[src/rtl/alu_arbiter.sv]
// Round-robin arbiter/sequencer sharing one multi-cycle ALU between NREQ requesters.
// Latches the winning request, runs the ALU for ALU_LAT cycles, returns a tagged response.
module alu_arbiter #(
   parameter int unsigned WIDTH   = 4,
   parameter int unsigned N_ALU   = 4,
   parameter int unsigned NREQ    = 4,
   parameter int unsigned ALU_LAT = 2
) (
   input  logic                            clk,
   input  logic                            arst,
   input  logic [NREQ-1:0]                 req_valid,
   output logic [NREQ-1:0]                 req_ready,
   input  logic [NREQ*WIDTH*N_ALU-1:0]     req_a,
   input  logic [NREQ*WIDTH*N_ALU-1:0]     req_b,
   input  logic [NREQ*3-1:0]               req_sel,
   output logic [WIDTH*N_ALU-1:0]          alu_a,
   output logic [WIDTH*N_ALU-1:0]          alu_b,
   output logic [2:0]                      alu_select,
   output logic                            alu_enable,
   input  logic [WIDTH*N_ALU*8-1:0]        alu_out,
   input  logic                            alu_carry_out,
   output logic                            rsp_valid,
   input  logic                            rsp_ready,
   output logic [$clog2(NREQ)-1:0]         rsp_id,
   output logic [WIDTH*N_ALU*8-1:0]        rsp_data,
   output logic                            rsp_carry,
   output logic                            busy
);

   localparam int unsigned DW  = WIDTH * N_ALU;
   localparam int unsigned IDW = $clog2(NREQ);
   localparam int unsigned CW  = $clog2(ALU_LAT + 1);

   typedef enum logic [1:0] {
      IDLE = 2'd0,
      EXEC = 2'd1,
      RESP = 2'd2
   } state_t;

   state_t          state;
   logic [IDW-1:0]  ptr;
   logic [CW-1:0]   cnt;
   logic            grant_found;
   logic [IDW-1:0]  grant_idx;
   logic [IDW-1:0]  cand;

   logic [DW-1:0]   a_arr   [NREQ];
   logic [DW-1:0]   b_arr   [NREQ];
   logic [2:0]      sel_arr [NREQ];

   for (genvar i = 0; i < NREQ; i++) begin : g_slice
      assign a_arr[i]   = req_a[i*DW +: DW];
      assign b_arr[i]   = req_b[i*DW +: DW];
      assign sel_arr[i] = req_sel[i*3 +: 3];
   end

   // First valid requester at or after ptr, wrapping modulo NREQ.
   always_comb begin
      grant_found = 1'b0;
      grant_idx   = '0;
      cand        = '0;
      for (int unsigned k = 0; k < NREQ; k++) begin
         cand = IDW'((32'(ptr) + k) % NREQ);
         if (!grant_found && req_valid[cand]) begin
            grant_found = 1'b1;
            grant_idx   = cand;
         end
      end
   end

   // Grant is combinational so a requester sees acceptance in the same cycle.
   always_comb begin
      req_ready = '0;
      if (state == IDLE && grant_found && !arst) begin
         req_ready = NREQ'(1) << grant_idx;
      end
   end

   always_ff @(posedge clk or posedge arst) begin
      if (arst) begin
         state      <= IDLE;
         ptr        <= '0;
         cnt        <= '0;
         alu_a      <= '0;
         alu_b      <= '0;
         alu_select <= '0;
         alu_enable <= 1'b0;
         rsp_valid  <= 1'b0;
         rsp_id     <= '0;
         rsp_data   <= '0;
         rsp_carry  <= 1'b0;
         busy       <= 1'b0;
      end else begin
         case (state)
            IDLE: begin
               if (grant_found) begin
                  alu_a      <= a_arr[grant_idx];
                  alu_b      <= b_arr[grant_idx];
                  alu_select <= sel_arr[grant_idx];
                  rsp_id     <= grant_idx;
                  ptr        <= IDW'((32'(grant_idx) + 32'd1) % NREQ);
                  cnt        <= '0;
                  alu_enable <= 1'b1;
                  busy       <= 1'b1;
                  state      <= EXEC;
               end
            end
            EXEC: begin
               cnt <= cnt + CW'(1);
               if (cnt == CW'(ALU_LAT - 1)) begin
                  rsp_data   <= alu_out;
                  rsp_carry  <= alu_carry_out;
                  alu_enable <= 1'b0;
                  rsp_valid  <= 1'b1;
                  state      <= RESP;
               end
            end
            RESP: begin
               if (rsp_ready) begin
                  rsp_valid <= 1'b0;
                  busy      <= 1'b0;
                  state     <= IDLE;
               end
            end
            default: begin
               alu_enable <= 1'b0;
               rsp_valid  <= 1'b0;
               busy       <= 1'b0;
               state      <= IDLE;
            end
         endcase
      end
   end

endmodule

[config.mk]
export PLATFORM = sky130hd
export DESIGN_NAME = alu_arbiter
export DESIGN_NICKNAME = d
export VERILOG_FILES = /design/src/rtl/alu_arbiter.sv
export SDC_FILE = /design/constraint.sdc
export NUM_CORES = 1
export LEC_CHECK = 0
export BUFFER_PORTS_ARGS = -buffer_cell sky130_fd_sc_hd__buf_2
export CAP_MARGIN = 20
export CORE_AREA = 10 10 166 168
export CTS_CLUSTER_SIZE = 14
export DETAILED_ROUTE_END_ITERATION = 6
export DIE_AREA = 0 0 176 178
export PLACE_DENSITY = 0.7
export SLEW_MARGIN = 20
export SYNTH_ARGS = -nofsm -noshare
export SYNTH_HDL_FRONTEND = slang
export SYNTH_SLANG_ARGS = --single-unit
[constraint.sdc]
create_clock -name clk -period 12 [get_ports clk]
set_input_delay 3.6 -clock clk [delete_from_list [all_inputs] [get_ports clk]]
set_output_delay 3.6 -clock clk [all_outputs]
set_load 0.03 [all_outputs]
# --- Yosys cells after proc, flatten, opt, wreduce, memory -nomap -nowiden ---
# Index checks and enable logic that the tools add are counted.
op_classes:
  n_addsub: 5
  order_cmp: 5
  n_eq_ne: 6
  n_shift: 1
  n_mux: 39
  bitwise: 4
  reduce_logical: 18
ops:
  columns: ["cell", "n"]
  rows:
  - ["binary-select mux 16 bit (select 2 bit)", 2]
  - ["two-way mux 16 bit", 4]
  - ["two-way mux 2 bit", 8]
  - ["less-than comparator 2 x 3 -> 1 bit, second input constant", 4]
  - ["two-way mux 1 bit", 12]
  - ["AND reduction 3 bit", 4]
  - ["one-hot mux 1 bit (3 select lines)", 3]
  - ["binary-select mux 1 bit (select 2 bit)", 4]
  - ["adder 2 x 1 -> 2 bit, second input constant", 3]
  - ["binary-select mux 3 bit (select 2 bit)", 1]
  - ["two-way mux 3 bit", 2]
  - ["!= test 2 bit, second input constant", 3]
  - ["one-hot mux 2 bit (3 select lines)", 1]
  - ["AND reduction 2 bit", 3]
  - ["logical AND 1 bit", 5]
  - ["adder 2 bit, second input constant", 2]
  - ["== test 2 x 1 -> 1 bit, second input constant", 2]
  - ["zero test 1 bit", 4]
  - ["two-way mux 4 bit", 1]
  - ["one-hot mux 2 bit (2 select lines)", 1]
  - ["<< shifter 1 x 2 -> 4 bit, first input constant", 1]
  - [">= comparator 3 bit, second input constant", 1]
  - ["NOT 1 bit", 3]
  - ["NOT 2 -> 3 bit", 1]
  - ["3 further kinds", 3]
totals:
  reg_bits: 175
  in_bits: 276
  out_inout_bits: 173
  elab_cells: 90

# --- Logic depth before layout (Yosys ltp) ---
# Gate-level depths: netlist of the first run.
logic_depth:
  depth_word: 16
  ltp_mapped: 8
  ltp_nobuf: 5

# --- Worst setup path before layout of the first run ---
# OpenSTA, ideal clock, no wires.
synth_path:
  path_type: "in2out"
  startpoint: "input arst"
  endpoint: "output req_ready[0]"
  t_arrival_ps: 8004
  t_required_ps: 8400
  setup_slack_ps: 396
  path_stages: 2
  path_buffers: 0
  path_cell_list: "inv_1 -> and3_1"
synth_between:
  elab_chain_len: 3
synth_lines:
  columns: ["element", "line", "rtl"]
  rows:
  - ["from (decl)", "10", "input logic arst,"]
  - ["zero test 1 bit (no line)", null, null]
  - ["logical AND 1 bit", "74", "if (state == IDLE && grant_found && !arst) begin"]
  - ["two-way mux 4 bit", "74", null]
  - ["to (decl)", "12", "output logic [NREQ-1:0] req_ready,"]
# No other way between the ends.

# --- Worst setup path after layout of the first run ---
layout_path:
  startpoint: "input req_valid[0]"
  endpoint: "output req_ready[2]"
layout_between:
  elab_chain_len: 15
  elab_cells_between_ends: 26
  cone_classes: "shift (1); mux (17); reduce/logical (8)"
layout_lines:
  columns: ["element", "line", "rtl"]
  rows:
  - ["from (decl)", "11", "input logic [NREQ-1:0] req_valid,"]
  - ["binary-select mux 1 bit (select 2 bit)", "64", "if (!grant_found && req_valid[cand]) begin"]
  - ["two-way mux 1 bit (not written as such)", "64", null]
  - ["two-way mux 1 bit", "64", null]
  - ["zero test 1 bit", "64", null]
  - ["logical AND 1 bit", "64", null]
  - ["two-way mux 1 bit", "64", null]
  - ["zero test 1 bit", "64", null]
  - ["logical AND 1 bit", "64", null]
  - ["two-way mux 1 bit", "64", null]
  - ["zero test 1 bit", "64", null]
  - ["logical AND 1 bit", "64", null]
  - ["two-way mux 1 bit", "64", null]
  - ["logical AND 1 bit (2 in series)", "74", null]
  - ["two-way mux 4 bit *", "74", null]
# Mark *: on every way between the ends. The rest lies on a longest branch, timed or not. The select of a mux whose other input is x is not followed.

==> flow_summary_export.csv, run 1 <==
group,metric,value,unit
outcome,status,"finished clean",
critical_path,r2r-start,"cnt[0]$_DFFE_PP0P_",
pwr,power.density,320,nW/um^2
logic_synthesis,synth.avg_cell_area,13.2,um^2
floorplanning,die_h,178,um
final_layout,finalNetCount,1299,
final_layout,utilization,0.452,
grt,grt_pass1_vias,7196,
sta,final-hold-violation-count,0,
logic_synthesis,ys_ff_latch,175,
logic_synthesis,synth_area,7850,um^2
clock_network,ctsHoldBuffers,0,
logic_synthesis,synth_seq_area_share,0.558,
floorplanning,io-pin-count,449,
critical_path,cp-start-kind,"primary input",
critical_path,endpoint_kind,"output port",
logic_synthesis,ys_types,36,
clock_network,clkSinkCount,175,
critical_path,reg2reg_to,"rsp_data[72]$_DFFE_PP0P_",
sta,fin_crit_sh,0.739,
final_layout,fin_cells,1363,
placed_design,port_buffers,448,
floorplanning,die-area,31300,um^2
placed_design,placedCellCount,1327,
grt,grt_pass1_wl,42.1,mm
critical_path,worstPathRequired,8.40,ns
clock_network,cts_buffer_depth,2,
critical_path,endpoint,"req_ready[2]",
logic_synthesis,ys_dominant_reg_cell,"dfrtp_1",
sta,setup_tns,0,ns
detailed_routing,wl_per_cell,21.1,um
clock_network,cts_tree,"done",
sta,whs,0.483,ns
final_layout,multi_input_area,3140,um^2
logic_synthesis,synth-edff-count,0,
critical_path,crit_path_start,"req_valid[0]",
clock_network,clock-root-buffer,"clkbuf_16",
sta,tightest_slew,1.04,ns
grt,antenna_found_initial,5,
pwr,ir_drop,246,uV
detailed_routing,viasPerCell,4.89,
floorplanning,start_util,0.326,
logic_synthesis,yosysTopAreaCellShare,0.558,
placed_design,gp_congestion,0.866,
logic_synthesis,yosysMostFrequentCell,"dfrtp_1",
critical_path,worstPathArrival,5.27,ns
detailed_routing,drtIter0Drc,448,
sta,slew_headroom,0.299,
sta,max_freq,113,MHz
logic_synthesis,synth_nets,870,
clock_network,clk_pin_slew,0.07,ns
detailed_routing,detail_route.first_pass.iterations,5,
job,cap_viol_max_count,0,
floorplanning,core-area,24100,um^2
sta,fin_crit,8.87,ns
sta,maxSlewViolCount,0,
logic_synthesis,netlist_top_cells_count,"dfrtp_1, mux2_2, o21ai_0, nor2_1",
clock_network,post_cts_resized,0,
logic_synthesis,synth_cells,593,
detailed_routing,drc,0,
detailed_routing,antenna_left,0,
critical_path,rrSetupSlack,9.18,ns
logic_synthesis,synthTopCellsByArea,"dfrtp_1, mux2_2, mux2i_1, a221oi_2, o22ai_1",
placed_design,place_hpwl,22.9,mm
sta,fin_skew,0.0128,ns
final_layout,final_area,10900,um^2
grt,grt_max_degree,92,
pwr,leakagePower,5.28,nW
critical_path,r2r_cells,5,
placed_design,post_dp_cell_area,10300,um^2
detailed_routing,vias,6659,
sta,rsz0062_at_grt,"false",
final_layout,area_growth,38.8,%
logic_synthesis,async_reset_ff_frac,1.00,
logic_synthesis,yosys_warnings,0,
detailed_routing,totalWireLength,28.8,mm
grt,overflow,0,
clock_network,post_cts_buffers,0,
logic_synthesis,yosys.area.top_type,"dfrtp_1",
floorplanning,fp-row-count,57,
final_layout,regArea,4380,um^2
worst_hold_path,worstHoldPathType,"flip-flop to flip-flop",
critical_path,cp_max_fo,12,
clock_network,cts.htree.levels,4,
floorplanning,chipWidth,176,um
final_layout,nFillCells,2312,
sta,setup-violations-final,0,
grt,grt_usage,0.172,
clock_network,clk-insertion-delay-late,0.42,ns
critical_path,path_class,"primary input to output port",
clock_network,cts_buffers,17,
final_layout,drive_gt1_frac,0.625,
==> cell type report <==
cell class                      count  area share
Timing Repair Buffer              457       0.212
Multi-Input combinational cell    364       0.288
Sequential cell                   175       0.402
Inverter                            7     0.00287
Tap cell                          324      0.0372
Clock inverter                     15      0.0176
Clock buffer                       17      0.0391
Antenna cell                        4    0.000919
==> metal layers <==
layer,part of all wire,track usage,up-vias
met4,0.015,0.0442,2
met2,0.52,0.311,351
li1,-,-,3057
met5,0.00042,0,-
met3,0.12,0.0822,22
met1,0.35,0.176,3227
==> state kept, by name, indices dropped and copies added (netlist names) <==
signal	count
alu_enable	1
state	2
rsp_data	128
rsp_carry	1
ptr	2
busy	1
alu_a	16
rsp_id	2
alu_select	3
alu_b	16
cnt	2
rsp_valid	1
==> stage by stage <==
step           setup slack [ns]  total power [mW]
5_1_grt                    3.10              3.69
3_3_place_gp               3.20              2.91
2_1_floorplan             0.396              2.40
6_report                   3.13              3.48
4_1_cts                    3.17              3.53
3_5_place_dp               3.18              2.95
==> power by group <==
group / internal (mW) / switching (mW)
Combinational: 0.666 / 1.18
Clock: 0.285 / 0.277
Sequential: 0.894 / 0.174
Total: 1.85 / 1.64
==> critical path, cell delays in order <==
cell and delay [ns]:
buf_2 0.17, nor2_1 0.16, a21oi_1 0.06, o21ai_1 0.83
and3_1 0.25, buf_2 0.20
==> worst min path at each step <==
stage,start,end,slack (ns),depth (start not counted)
2_1_floorplan,cnt[1]$_DFFE_PP0P_,cnt[1]$_DFFE_PP0P_,0.45,2
3_3_place_gp,rsp_id[1]$_DFFE_PP0P_,rsp_id[1]$_DFFE_PP0P_,0.46,2
3_5_place_dp,alu_enable$_DFFE_PP0P_,alu_enable$_DFFE_PP0P_,0.47,2
4_1_cts,alu_enable$_DFFE_PP0P_,alu_enable$_DFFE_PP0P_,0.49,2
5_1_grt,rsp_data[82]$_DFFE_PP0P_,rsp_data[82]$_DFFE_PP0P_,0.51,1
6_report,alu_enable$_DFFE_PP0P_,alu_enable$_DFFE_PP0P_,0.48,2
==> logic make-up (layout without fill, tap and decap cells) <==
family / count (synthesis) / after routing / share of synthesized area
flip-flops: 175 / 175 / 0.558
multiplexers: 165 / 165 / 0.231
AND/OR/NAND/NOR: 63 / 63 / 0.0373
other: 0 / 4 / 0
AO/OA/AOI/OAI: 135 / 135 / 0.129
adder cells (fa/ha/maj): 1 / 1 / 0.00159
buffers and inverters: 54 / 496 / 0.0430
==> cells in the final DEF, fill, tap and decap left out, types with 2 or more instances in the layout <==
master,synthesis,routed
nand2_1,9,9
o21ai_1,2,2
buf_4,5,9
o221a_2,3,3
nor2_1,39,39
clkinv_4,0,2
a221oi_1,16,16
mux2_2,129,129
nand3b_1,2,2
a21oi_1,8,8
nand2b_1,2,2
clkinv_8,0,6
clkinvlp_4,0,2
a221oi_2,19,19
clkbuf_16,0,17
dfrtp_1,175,175
buf_2,24,448
o21ai_0,44,44
diode_2,0,4
o22ai_1,36,36
inv_8,0,4
inv_1,6,5
a21boi_0,2,2
and3_1,4,4
mux2i_1,36,36
(Power assumes the default switching activity.)
==> run 2, diff against run 1 <==
==> constraint.sdc (replaced) <==
create_clock -name clk -period 8.52 [get_ports clk]
set_input_delay 2.556 -clock clk [delete_from_list [all_inputs] [get_ports clk]]
set_output_delay 2.556 -clock clk [all_outputs]
set_load 0.03 [all_outputs]
==> run 2 against run 1 <==
Final area is 0.15% higher. Global-route usage is 0.34 points higher. Worst setup slack worse by 1.3 ns. Sequential power is 40% higher. Sequential share of layout area is 0.060 points lower. Clock skew hardly changed. Register-to-register slack worse by 3.9 ns.
==> flow_summary_export.csv, run 2 (synthesis gave the netlist of run 1 again) <==
group,metric,value,unit
outcome,status,"finished clean",
final_layout,final_common_cell,"buf_2",
grt,grt_usage,0.176,
sta,fin_crit,6.69,ns
floorplanning,start_util,0.326,
clock_network,post_cts_resized,0,
clock_network,clk-insertion-delay-late,0.42,ns
floorplanning,die-area,31300,um^2
pwr,power_frac_comb,0.527,
critical_path,endpoint_kind,"output port",
pwr,total_power,4.93,mW
final_layout,top_register,"rsp_data",
placed_design,placedCellCount,1327,
pwr,leakagePower,5.29,nW
detailed_routing,wl_met1,11.0,mm
grt,grt_max_degree,69,
critical_path,critical_path.top_delay_family,"compound AO/OA/AOI/OAI gates",
pwr,power_frac_seq,0.305,
clock_network,cts_buffers,17,
sta,fin_skew,0.0126,ns
clock_network,cts_tree,"done",
final_layout,nFillCells,2264,
placed_design,port_buffers,448,
final_layout,drive_gt1_frac,0.626,
clock_network,clk_pin_slew,0.07,ns
final_layout,fin_cells,1361,
sta,slew_headroom,0.329,
floorplanning,chipWidth,176,um
floorplanning,fp-row-count,57,
critical_path,cp-start-kind,"primary input",
sta,max_freq,150,MHz
sta,setup_tns,0,ns
final_layout,largest_reg_flops,128,
critical_path,worstPathRequired,5.96,ns
critical_path,cp_max_fo,27,
critical_path,path_class,"primary input to output port",
detailed_routing,dr_wl_met3,2.95,mm
final_layout,reg_top3,"rsp_data: 128 flops, alu_a: 16 flops, alu_b: 16 flops",
pwr,internal_power,2.63,mW
critical_path,crit_chain,"buf_2, a21oi_1, o221a_2, and3_1, buf_2",
detailed_routing,vias,6587,
sta,rsz0062_at_grt,"false",
pwr,clkPwrFrac,0.168,
detailed_routing,drc,0,
clock_network,ctsHoldBuffers,0,
critical_path,slowest_delay,0.76,ns
final_layout,layout_common_cells,"buf_2, dfrtp_1, mux2_2, o21ai_0, nor2_1",
grt,grt_pass1_vias,7115,
critical_path,cp.buffers_inverters,2,
sta,fin_crit_sh,0.785,
detailed_routing,viasPerCell,4.84,
clock_network,cts.htree.levels,4,
worst_hold_path,worstHoldPathType,"flip-flop to flip-flop",
pwr,p_sw_frac,0.467,
clock_network,cts_buffer_depth,2,
floorplanning,io-pin-count,449,
critical_path,worstPathArrival,4.13,ns
floorplanning,core-area,24100,um^2
clock_network,post_cts_buffers,0,
final_layout,area_growth,39.0,%
sta,setup-violations-final,0,
grt,antenna_found_initial,8,
critical_path,crit_slowest_cell,"o221a_2",
clock_network,clock-root-buffer,"clkbuf_16",
final_layout,finalNetCount,1299,
detailed_routing,totalWireLength,28.9,mm
critical_path,path_common_cell,"buf_2",
sta,tightest_slew,1.00,ns
sta,final-hold-violation-count,0,
pwr,switchingPower,2.30,mW
sta,maxSlewViolCount,0,
detailed_routing,drtIter0Drc,333,
clock_network,clkSinkCount,175,
detailed_routing,antenna_left,0,
detailed_routing,detail_route.first_pass.iterations,4,
placed_design,gp_congestion,0.851,
grt,grt_pass1_wl,42.9,mm
floorplanning,die_h,178,um
job,cap_viol_max_count,0,
detailed_routing,wl_per_cell,21.2,um
pwr,ir_drop,312,uV
detailed_routing,top_layer,"met5",
grt,overflow,0,
detailed_routing,met2_length,14.5,mm
placed_design,place_hpwl,23.0,mm
pwr,power.density,452,nW/um^2
## run 2: changes by cell type in the layout (fill, tap and decap cells not counted), sizes merged
cell and delta:
clkinv -2, inv +1, bufinv +1, diode -2
## run 2: power by group through the flow
stage | Clock, mW | Sequential, mW | Combinational [mW]
floorplan | 0 | 2.29 | 1.09
global placement | 0 | 1.49 | 2.60
detailed placement | 0 | 1.51 | 2.64
CTS | 0.858 | 1.50 | 2.64
global route | 0.893 | 1.56 | 2.78
finish | 0.830 | 1.50 | 2.60
## run 2: stage by stage
step	cell area (um^2)	hold slack [ns]	setup WS [ns]	utilization
floorplan	7850	0.449	0.231	-
detailed placement	10300	0.463	1.83	0.426
finish	10900	0.479	1.83	0.452
global placement	10300	0.459	1.87	0.426
CTS	10900	0.480	1.83	0.452
global route	10900	0.512	1.78	0.452
## run 2: worst min-delay path: stages (launching register included)
cell     delay, ns
dfrtp_1       0.34
nand2_1       0.05
nand2_1       0.06
## run 2: path summary, 6_finish.rpt
check / startpoint / endpoint / slack, ns / depth (start not counted)
setup / recovery: req_valid[2] / req_ready[1] / 1.83 / 5
hold / removal: rsp_id[0]$_DFFE_PP0P_ / rsp_id[0]$_DFFE_PP0P_ / 0.48 / 2
setup reg to reg: cnt[0]$_DFFE_PP0P_ / rsp_data[76]$_DFFE_PP0P_ / 5.28 / 5
hold reg to reg: rsp_id[0]$_DFFE_PP0P_ / rsp_id[0]$_DFFE_PP0P_ / 0.48 / 2
max in group asynchronous: arst / rsp_data[126]$_DFFE_PP0P_ / 4.75 / 4
min in group asynchronous: arst / alu_a[6]$_DFFE_PP0P_ / 2.45 / 3
## run 2: final cells by class
cell class,instances,area [um^2],share of cell area
clock buffers,17,425,0.0390
inverters,7,30.0,0.00275
repair buffers,457,2310,0.212
well taps,324,405,0.0372
flip-flops and latches,175,4380,0.402
multi-input cells,364,3150,0.288
diodes,2,5.00,0.000459
clock inverters,15,206,0.0189
## run 2: metal layers
layer,track usage,up-vias
met1,0.189,3193
li1,-,3047
met2,0.306,309
met4,0.0452,10
met5,0,-
met3,0.0829,28
==> run 3, diff against run 2 <==
--- a/config.mk
+++ b/config.mk
@@ -7,11 +7,11 @@
 export LEC_CHECK = 0
 export BUFFER_PORTS_ARGS = -buffer_cell sky130_fd_sc_hd__buf_2
 export CAP_MARGIN = 20
-export CORE_AREA = 10 10 166 168
+export CORE_AREA = 10 10 165 167
 export CTS_CLUSTER_SIZE = 14
 export DETAILED_ROUTE_END_ITERATION = 6
-export DIE_AREA = 0 0 176 178
-export PLACE_DENSITY = 0.7
+export DIE_AREA = 0 0 175 177
+export PLACE_DENSITY = 0.73
 export SLEW_MARGIN = 20
 export SYNTH_ARGS = -nofsm -noshare
 export SYNTH_HDL_FRONTEND = slang
==> constraint.sdc (replaced) <==
create_clock -name clk -period 5.7 [get_ports clk]
set_input_delay 1.71 -clock clk [delete_from_list [all_inputs] [get_ports clk]]
set_output_delay 1.71 -clock clk [all_outputs]
set_load 0.03 [all_outputs]
==> run 3 against run 2 <==
Hold slack improved by 0.0061 ns. Sequential power increased by 49%. Largest cell class unchanged. Clock skew increased by 0.0026 ns. Critical endpoint unchanged. Cell count increased by 0.44%. Via count increased by 1.3%. Sequential share of layout area decreased by 0.12 points. Largest power group unchanged.
==> flow_summary_export.csv, run 3 (synthesis gave the netlist of run 1 again) <==
group,metric,value,unit
outcome,status,"finished clean",
detailed_routing,drc,0,
critical_path,path_class,"primary input to output port",
critical_path,path_common_cell,"buf_2",
critical_path,worstPathArrival,3.05,ns
grt,overflow,0,
pwr,p_sw_frac,0.467,
clock_network,clk-insertion-delay-late,0.42,ns
detailed_routing,drtIter0Drc,281,
final_layout,layout_common_cells,"buf_2, dfrtp_1, mux2_2, o21ai_0, nor2_1",
critical_path,crit_slowest_cell,"buf_4",
sta,final-hold-violation-count,0,
sta,fin_crit,4.76,ns
detailed_routing,detail_route.first_pass.iterations,4,
grt,grt_pass1_vias,7204,
sta,setup-violations-final,0,
sta,fin_crit_sh,0.835,
critical_path,r2r-start,"ptr[1]$_DFFE_PP0P_",
worst_hold_path,hp-start,"rsp_id[0]$_DFFE_PP0P_",
clock_network,post_cts_buffers,0,
final_layout,top_register,"rsp_data",
detailed_routing,vias,6673,
floorplanning,fp-row-count,57,
placed_design,placedCellCount,1330,
floorplanning,io-pin-count,449,
critical_path,r2r_cells,6,
final_layout,largest_reg_flops,128,
sta,rsz0062_at_grt,"false",
clock_network,post_cts_resized,0,
placed_design,port_buffers,448,
placed_design,place_hpwl,23.0,mm
clock_network,clkSinkCount,175,
detailed_routing,viasPerCell,4.88,
critical_path,crit_chain,"buf_2, nor4_4, nor3_4, buf_4, and3_1, buf_2",
sta,tightest_slew,1.01,ns
pwr,power_frac_comb,0.529,
pwr,power.density,675,nW/um^2
job,cap_viol_max_count,0,
detailed_routing,antenna_left,0,
final_layout,final_common_cell,"buf_2",
critical_path,reg2reg_to,"alu_a[0]$_DFFE_PP0P_",
critical_path,endpoint_kind,"output port",
sta,slew_headroom,0.327,
sta,fin_skew,0.0152,ns
placed_design,gp_congestion,0.873,
final_layout,drive_gt1_frac,0.627,
floorplanning,die-area,31000,um^2
final_layout,finalNetCount,1302,
floorplanning,start_util,0.328,
pwr,switchingPower,3.45,mW
critical_path,worstPathRequired,3.99,ns
clock_network,cts_buffer_depth,2,
pwr,total_power,7.38,mW
clock_network,cts.htree.levels,4,
sta,max_freq,210,MHz
grt,grt_pass1_wl,42.7,mm
clock_network,cts_tree,"done",
pwr,leakagePower,5.31,nW
final_layout,final_area,10900,um^2
pwr,ir_drop,339,uV
grt,antenna_found_initial,8,
critical_path,rrSetupSlack,3.16,ns
floorplanning,chipWidth,175,um
worst_hold_path,min_path_cells,2,
detailed_routing,wl_per_cell,21.1,um
grt,grt_usage,0.177,
placed_design,dp_slack,0.950,ns
placed_design,post_dp_cell_area,10300,um^2
worst_hold_path,worstHoldPathType,"flip-flop to flip-flop",
critical_path,cp-start-kind,"primary input",
final_layout,area_growth,39.4,%
sta,fin_ws,0.942,ns
final_layout,nFillCells,2256,
final_layout,reg_top3,"rsp_data: 128 flops, alu_a: 16 flops, alu_b: 16 flops",
pwr,power_frac_seq,0.304,
grt,grt_max_degree,63,
worst_hold_path,min_to,"rsp_id[0]$_DFFE_PP0P_",
critical_path,cp_max_fo,35,
pwr,internal_power,3.94,mW
final_layout,fin_cells,1367,
clock_network,clk_pin_slew,0.07,ns
sta,whs,0.485,ns
critical_path,slowest_delay,0.37,ns
sta,maxSlewViolCount,0,
floorplanning,core-area,24000,um^2
pwr,clkPwrFrac,0.167,
detailed_routing,totalWireLength,28.8,mm
floorplanning,die_h,177,um
clock_network,ctsHoldBuffers,0,
clock_network,clock-root-buffer,"clkbuf_16",
clock_network,cts_buffers,17,
-- run 3: cell type report --
cell class                      count  area, um^2  share of cell area
Timing Repair Buffer              460        2330               0.213
Sequential cell                   175        4380               0.400
Clock buffer                       17         425              0.0389
Tap cell                          324         405              0.0371
Multi-Input combinational cell    364        3150               0.288
Clock inverter                     15         210              0.0192
Antenna cell                        5        12.5             0.00114
Inverter                            7        30.0             0.00274
-- run 3: power by group through the flow --
stage	clock network, mW	logic (mW)	registers, mW
floorplan	0	1.62	3.42
global placement	0	3.90	2.22
detailed placement	0	3.97	2.26
CTS	1.28	3.97	2.24
global route	1.33	4.16	2.32
finish	1.23	3.91	2.24
-- run 3: worst max-delay path, delay by kind of cell --
kind                   cells  cell delay (ns)
and+or+nand+nor            3             0.55
buffers and inverters      3             0.79
-- run 3: worst max-delay path by stage --
stage	start	end	slack (ns)	cells past startpoint
finish	req_valid[0]	req_ready[1]	0.94	6
global placement	req_valid[0]	req_ready[2]	0.99	6
global route	req_valid[0]	req_ready[1]	0.87	6
floorplan	arst	req_ready[0]	-0.90	2
CTS	req_valid[0]	req_ready[1]	0.95	6
detailed placement	req_valid[0]	req_ready[1]	0.95	6
-- run 3: per-stage QoR --
| step | util | setup TNS, ns |
|---|---|---|
| detailed placement | 0.430 | 0 |
| finish | 0.457 | 0 |
| global placement | 0.430 | 0 |
| global route | 0.456 | 0 |
| CTS | 0.456 | 0 |
| floorplan | - | -3.59 |
-- run 3: layer usage --
layer  track usage  wire length (um)  vias to the layer above
met4        0.0579               575                        6
met3        0.0785              3000                       38
met1         0.185             10500                     3208
met5             0                34                        -
li1              -                 -                     3070
met2         0.313             14800                      351
